[config.mk]
export PLATFORM = sky130hd
export DESIGN_NAME = i2c_target_regfile
export DESIGN_NICKNAME = d
export VERILOG_FILES = /design/src/rtl/i2c_target_regfile.sv
export SDC_FILE = /design/constraint.sdc
export NUM_CORES = 1
export LEC_CHECK = 0
export CORE_MARGIN = 2
export CORE_UTILIZATION = 35
export DETAILED_ROUTE_END_ITERATION = 8
export GPL_ROUTABILITY_DRIVEN = 0
export HOLD_SLACK_MARGIN = 0.06
export SETUP_SLACK_MARGIN = 0.4
export SYNTH_ARGS = -nofsm -noshare
export SYNTH_HDL_FRONTEND = slang
export SYNTH_SLANG_ARGS = --single-unit
[constraint.sdc]
create_clock -name clk -period 2.5 [get_ports clk]
set_input_delay 0.5 -clock clk [delete_from_list [all_inputs] [get_ports clk]]
set_output_delay 0.5 -clock clk [all_outputs]
set_load 0.005 [all_outputs]
[src/rtl/i2c_target_regfile.sv]
// I2C target with a 2**REG_AW byte register file: burst write and combined/burst read over SCL/SDA.
// Latency: SCL/SDA see 2-flop sync + 1 delay flop; SDA_out updates 3 clk after a raw SCL fall; host_rdata 1 clk.
// Backpressure: none; the I2C master owns the pace, and the target only ACKs or NACKs on the bus.
module i2c_target_regfile #(
    parameter logic [6:0]  DEV_ADDR = 7'h50,
    parameter int unsigned REG_AW   = 4
) (
    input  logic              clk,
    input  logic              rst,
    input  logic              SCL_in,
    input  logic              SDA_in,
    output logic              SDA_out,
    output logic              wr_en,
    output logic [REG_AW-1:0] wr_addr,
    output logic [7:0]        wr_data,
    output logic              busy,
    input  logic [REG_AW-1:0] host_raddr,
    output logic [7:0]        host_rdata
);

    localparam int DEPTH = 2 ** REG_AW;

    typedef enum logic [3:0] {
        S_IDLE, S_DEV, S_ACK_DEV, S_REG, S_ACK_REG,
        S_WR, S_ACK_WR, S_RD, S_RD_ACK, S_IGNORE
    } state_t;

    logic scl_s1_q, scl_s2_q, scl_dly_q;
    logic sda_s1_q, sda_s2_q, sda_dly_q;

    state_t            state_q, state_d;
    logic [3:0]        bit_cnt_q, bit_cnt_d;
    logic [7:0]        shift_q, shift_d;
    logic [REG_AW-1:0] ptr_q, ptr_d;
    logic              sda_q, sda_d;
    logic              busy_q, busy_d;
    logic              wr_en_q, wr_en_d;
    logic [REG_AW-1:0] wr_addr_q, wr_addr_d;
    logic [7:0]        wr_data_q, wr_data_d;

    logic [7:0] regs_q [DEPTH];
    logic [7:0] host_rdata_q;

    logic       scl_rise, scl_fall, start_det, stop_det, reg_ok;
    logic [7:0] shift_in;

    // Bring the asynchronous bus lines into clk; idle bus level is high on both lines.
    always_ff @(posedge clk) begin
        if (rst) begin
            scl_s1_q  <= 1'b1;
            scl_s2_q  <= 1'b1;
            scl_dly_q <= 1'b1;
            sda_s1_q  <= 1'b1;
            sda_s2_q  <= 1'b1;
            sda_dly_q <= 1'b1;
        end else begin
            scl_s1_q  <= SCL_in;
            scl_s2_q  <= scl_s1_q;
            scl_dly_q <= scl_s2_q;
            sda_s1_q  <= SDA_in;
            sda_s2_q  <= sda_s1_q;
            sda_dly_q <= sda_s2_q;
        end
    end

    assign scl_rise  = scl_s2_q & ~scl_dly_q;
    assign scl_fall  = ~scl_s2_q & scl_dly_q;
    // START/STOP only count while SCL has been stably high for two samples.
    assign start_det = scl_s2_q & scl_dly_q & sda_dly_q & ~sda_s2_q;
    assign stop_det  = scl_s2_q & scl_dly_q & ~sda_dly_q & sda_s2_q;
    assign shift_in  = {shift_q[6:0], sda_s2_q};
    assign reg_ok    = ({24'd0, shift_q} < 32'(DEPTH));

    // Protocol FSM state and datapath registers.
    always_ff @(posedge clk) begin
        if (rst) begin
            state_q   <= S_IDLE;
            bit_cnt_q <= '0;
            shift_q   <= '0;
            ptr_q     <= '0;
            sda_q     <= 1'b1;
            busy_q    <= 1'b0;
            wr_en_q   <= 1'b0;
            wr_addr_q <= '0;
            wr_data_q <= '0;
        end else begin
            state_q   <= state_d;
            bit_cnt_q <= bit_cnt_d;
            shift_q   <= shift_d;
            ptr_q     <= ptr_d;
            sda_q     <= sda_d;
            busy_q    <= busy_d;
            wr_en_q   <= wr_en_d;
            wr_addr_q <= wr_addr_d;
            wr_data_q <= wr_data_d;
        end
    end

    // Next-state logic: bits are sampled on SCL rise, SDA drive only changes on SCL fall.
    always_comb begin
        state_d   = state_q;
        bit_cnt_d = bit_cnt_q;
        shift_d   = shift_q;
        ptr_d     = ptr_q;
        sda_d     = sda_q;
        busy_d    = busy_q;
        wr_en_d   = 1'b0;
        wr_addr_d = wr_addr_q;
        wr_data_d = wr_data_q;

        if (stop_det) begin
            state_d = S_IDLE;
            sda_d   = 1'b1;
            busy_d  = 1'b0;
        end else if (start_det) begin
            // Pointer is kept so a repeated START continues a combined read.
            state_d   = S_DEV;
            bit_cnt_d = '0;
            sda_d     = 1'b1;
        end else begin
            case (state_q)
                S_DEV: begin
                    if (scl_rise && bit_cnt_q != 4'd8) begin
                        shift_d   = shift_in;
                        bit_cnt_d = bit_cnt_q + 4'd1;
                    end else if (scl_fall && bit_cnt_q == 4'd8) begin
                        if (shift_q[7:1] == DEV_ADDR) begin
                            state_d = S_ACK_DEV;
                            sda_d   = 1'b0;
                            busy_d  = 1'b1;
                        end else begin
                            state_d = S_IGNORE;
                            sda_d   = 1'b1;
                            busy_d  = 1'b0;
                        end
                    end
                end
                S_ACK_DEV: begin
                    if (scl_fall) begin
                        if (shift_q[0]) begin
                            // Read: MSB goes out on the same fall that ends the ACK.
                            state_d   = S_RD;
                            shift_d   = regs_q[ptr_q];
                            sda_d     = regs_q[ptr_q][7];
                            bit_cnt_d = 4'd1;
                        end else begin
                            state_d   = S_REG;
                            sda_d     = 1'b1;
                            bit_cnt_d = '0;
                        end
                    end
                end
                S_REG: begin
                    if (scl_rise && bit_cnt_q != 4'd8) begin
                        shift_d   = shift_in;
                        bit_cnt_d = bit_cnt_q + 4'd1;
                    end else if (scl_fall && bit_cnt_q == 4'd8) begin
                        if (reg_ok) begin
                            ptr_d   = shift_q[REG_AW-1:0];
                            state_d = S_ACK_REG;
                            sda_d   = 1'b0;
                        end else begin
                            state_d = S_IGNORE;
                            sda_d   = 1'b1;
                        end
                    end
                end
                S_ACK_REG, S_ACK_WR: begin
                    if (scl_fall) begin
                        state_d   = S_WR;
                        sda_d     = 1'b1;
                        bit_cnt_d = '0;
                    end
                end
                S_WR: begin
                    if (scl_rise && bit_cnt_q != 4'd8) begin
                        shift_d   = shift_in;
                        bit_cnt_d = bit_cnt_q + 4'd1;
                        if (bit_cnt_q == 4'd7) begin
                            wr_en_d   = 1'b1;
                            wr_addr_d = ptr_q;
                            wr_data_d = shift_in;
                            ptr_d     = ptr_q + 1'b1;
                        end
                    end else if (scl_fall && bit_cnt_q == 4'd8) begin
                        state_d = S_ACK_WR;
                        sda_d   = 1'b0;
                    end
                end
                S_RD: begin
                    if (scl_fall) begin
                        if (bit_cnt_q == 4'd8) begin
                            state_d   = S_RD_ACK;
                            sda_d     = 1'b1;
                            bit_cnt_d = '0;
                        end else begin
                            shift_d   = {shift_q[6:0], 1'b0};
                            sda_d     = shift_q[6];
                            bit_cnt_d = bit_cnt_q + 4'd1;
                        end
                    end
                end
                S_RD_ACK: begin
                    // bit_cnt 0: waiting for master's ACK bit; 1: ACKed, next byte on the fall.
                    if (scl_rise && bit_cnt_q == 4'd0) begin
                        if (!sda_s2_q) begin
                            ptr_d     = ptr_q + 1'b1;
                            bit_cnt_d = 4'd1;
                        end else begin
                            state_d = S_IGNORE;
                            sda_d   = 1'b1;
                        end
                    end else if (scl_fall && bit_cnt_q == 4'd1) begin
                        state_d   = S_RD;
                        shift_d   = regs_q[ptr_q];
                        sda_d     = regs_q[ptr_q][7];
                        bit_cnt_d = 4'd1;
                    end
                end
                S_IGNORE: begin
                    sda_d = 1'b1;
                end
                default: begin
                    state_d = S_IDLE;
                    sda_d   = 1'b1;
                end
            endcase
        end
    end

    // Register file write port and the registered host read port (old data on same-cycle write).
    always_ff @(posedge clk) begin
        if (rst) begin
            for (int i = 0; i < DEPTH; i++) begin
                regs_q[i] <= '0;
            end
            host_rdata_q <= '0;
        end else begin
            if (wr_en_d) begin
                regs_q[ptr_q] <= wr_data_d;
            end
            host_rdata_q <= regs_q[host_raddr];
        end
    end

    assign SDA_out    = sda_q;
    assign busy       = busy_q;
    assign wr_en      = wr_en_q;
    assign wr_addr    = wr_addr_q;
    assign wr_data    = wr_data_q;
    assign host_rdata = host_rdata_q;

endmodule

==> metrics.cfg <==
[run_status]
status=finished with violations
failed_checks=DRC

[cells_and_area]
final_nets=817
fill_cells=2402
fin_util_pct=43.88
n_antenna_cell=0
layout-drive-gt1-share_pct=34.48
instances_no_fill=1150
final_cell_mix=163 x nor2_1, 128 x edfxtp_1, 72 x mux4_2
mostFrequentLayoutCell=nor2_1
syn_to_final_growth_pct=22.84
fin_area_mm2=0.01147

[timing]
hold_violations=0
max_clock_freq_ghz=0.4811
totalNegativeSetupSlack_ns=0
relSlewSlack_pct=47.11
setup_violations=0
clock_skew_ns=0.01209
rsz0062_at_grt=yes
finalCriticalPeriod_ns=2.079
maxSlewViolCount=0
worstMarginPinSlew_ns=0.7734
min_period_over_period_pct=83.14
setup_slack_ns=0.4215
holdWs_ns=0.4081

[critical_path]
path_cells=ha_4, nand2_4, nor3_4, nand3_4, nor2_4, buf_12, nand4_1, nand2_4
cp.required_ns=2.64
crit_slowest_cell=dfxtp_4
path_common_cell=nand2_4
cp-end-kind=register
crit_buf_inv=1
worstSetupPathType=reg -> reg
critical-path-max-stage-delay_ns=0.39
worstPathMaxFanout=8
worstPathArrival_ns=2.22
startpoint_type=register
cp_top_family=simple AND/OR/NAND/NOR gates

[power]
peakVddDrop_v=0.0004719
p_per_area_mw_per_mm2=734.0
p_leak_nw=3.774
power_mw=8.416

[placement]
dpl.hpwl_mm=18.81
dpl-instance-area_mm2=0.01041
dp.cells=1104
post-place-ws_ns=0.1281
port_buffers=30

[synthesis]
synth-edff-count=128
synth-seq-cells=181
synth_top_cell_by_area=edfxtp_1
synth_top_area_share_pct=41.18
yosysSeqAreaShare_pct=52.55
syn_area_per_cell_um2=12.75
synth_warnings=0
async_reset_ff_share_pct=0
synthCells=732
synth.distinct_cells=81
yosys.area_share.simple_pct=14.77
synthAdderAreaFrac_pct=0.9383
muxShareOfSynthArea_pct=20.60
yosys.area_share.xor_xnor_pct=0.2815
syn_nets=747
synth_area_leaders=edfxtp_1 41%, mux4_2 17%, dfxtp_1 11%
synth_area_mm2=0.009334
ys.flop_type=edfxtp_1
synth_top_family_by_area=multiplexers
synth-compound-area-share_pct=7.614

[drt]
route.vias.total=6621
drt_first_pass_iters=7
routed_wl_mm=26.98
wire_per_inst_um=23.46
drt_drc_violations_left=1
vias_per_cell=5.757
first_iter_violations=706
antenna_left=0

[die]
die_x_um=167.3
initial_core_util_pct=35.72
ioPinCount=31
die_h_um=167.3
die_area_mm2=0.02799
core-area_mm2=0.02613
rows=59

[clocking]
cts_root_buf=clkbuf_16
cts.clk_slew.worst_paths_ns=0.07
cts_tree=yes
numCtsBuffers=17
holdBufCountCts=0
cts_buffer_depth=2
cts.sinks=181
h-tree-depth=4
clk_latency_ns=0.44

[worst_hold_path]
hold_class=reg -> reg

[grt]
grt_max_degree=35
grt_pass1_wl_mm=40.31
grt.overflow.total=0
grtUsageTotal_pct=19.33
grt_pass1_vias=6225
antenna_found_initial=0

[run]
maxCapViolCount=0

[flip-flops by register name, indices dropped and copies added (netlist names), named ones only]
signal      count
sda_dly_q       1
sda_s2_q        1
wr_en           1
SDA_out         1
sda_s1_q        1
state_q         4
bit_cnt_q       4
regs_q        128
host_rdata      8
ptr_q           4
scl_dly_q       1
scl_s2_q        1
scl_s1_q        1
busy            1
shift_q         8
wr_addr         4
wr_data         8
[layout make-up]
type / count / area [µm²] / share of cell area, %
clock buffer: 18 / 429.2 / 3.743
clock inverter: 14 / 178.9 / 1.560
inverter: 11 / 41.29 / 0.3601
multi-input combinational: 487 / 4407 / 38.43
sequential: 181 / 4926 / 42.96
tap: 335 / 419.2 / 3.656
timing repair buffer: 104 / 1065 / 9.286
[cells in the mapped netlist (all sizes together) (3+ instances only)]
cell type  number
a211oi         11
a21oi          16
a311oi          6
a31oi           4
a32oi           4
and2            9
and3            3
buf            31
clkbuf         22
dfxtp          53
edfxtp        128
ha              7
inv            11
mux2            7
mux2i          20
mux4           72
nand2          37
nand2b          3
nand3          20
nand4           7
nor2          177
nor2b           7
nor3            8
o21ai          13
o22ai           3
o311a           5
o31ai           3
or2             5
[cells by family (layout without fill, tap and decap cells)]
group | count (synthesis) | after routing
xor+xnor | 3 | 3
simple gates | 289 | 289
fa+ha+maj | 7 | 7
mux | 99 | 99
flops | 181 | 181
buf+inv | 64 | 147
compound gates | 89 | 89
[where the power goes]
part	switching (mW)	total [mW]	internal, mW
Clock	1.31	2.83	1.53
Sequential	0.261	3.66	3.40
Combinational	1.03	1.93	0.897
Total	2.60	8.42	5.82
[final timing paths]
kind,from,to,slack [ns],cells past startpoint
setup / recovery,bit_cnt_q[0]$_SDFFE_PP0P_,regs_q[15][5]$_SDFFCE_PN0P_,0.42,8
setup reg to reg,bit_cnt_q[0]$_SDFFE_PP0P_,regs_q[15][5]$_SDFFCE_PN0P_,0.42,8
hold / removal,sda_s1_q$_SDFF_PP1_,sda_s2_q$_SDFF_PP1_,0.41,1
hold reg to reg,sda_s1_q$_SDFF_PP1_,sda_s2_q$_SDFF_PP1_,0.41,1
[routing by layer]
layer | global-route usage (%) | wire [µm] | up-vias
met5 | 0 | 0 | -
met4 | 6.957 | 769 | 0
met3 | 2.718 | 2069 | 38
met2 | 31.01 | 12880 | 321
met1 | 26.98 | 11260 | 3345
li1 | - | - | 2917
[timing repair]
action	4_1_cts	5_1_grt
setup buffers	5	6
resized for setup	20	63
gates cloned	0	3
endpoints found under the setup margin	281	242
pin swaps	2	20
(Power assumes the default switching activity.)
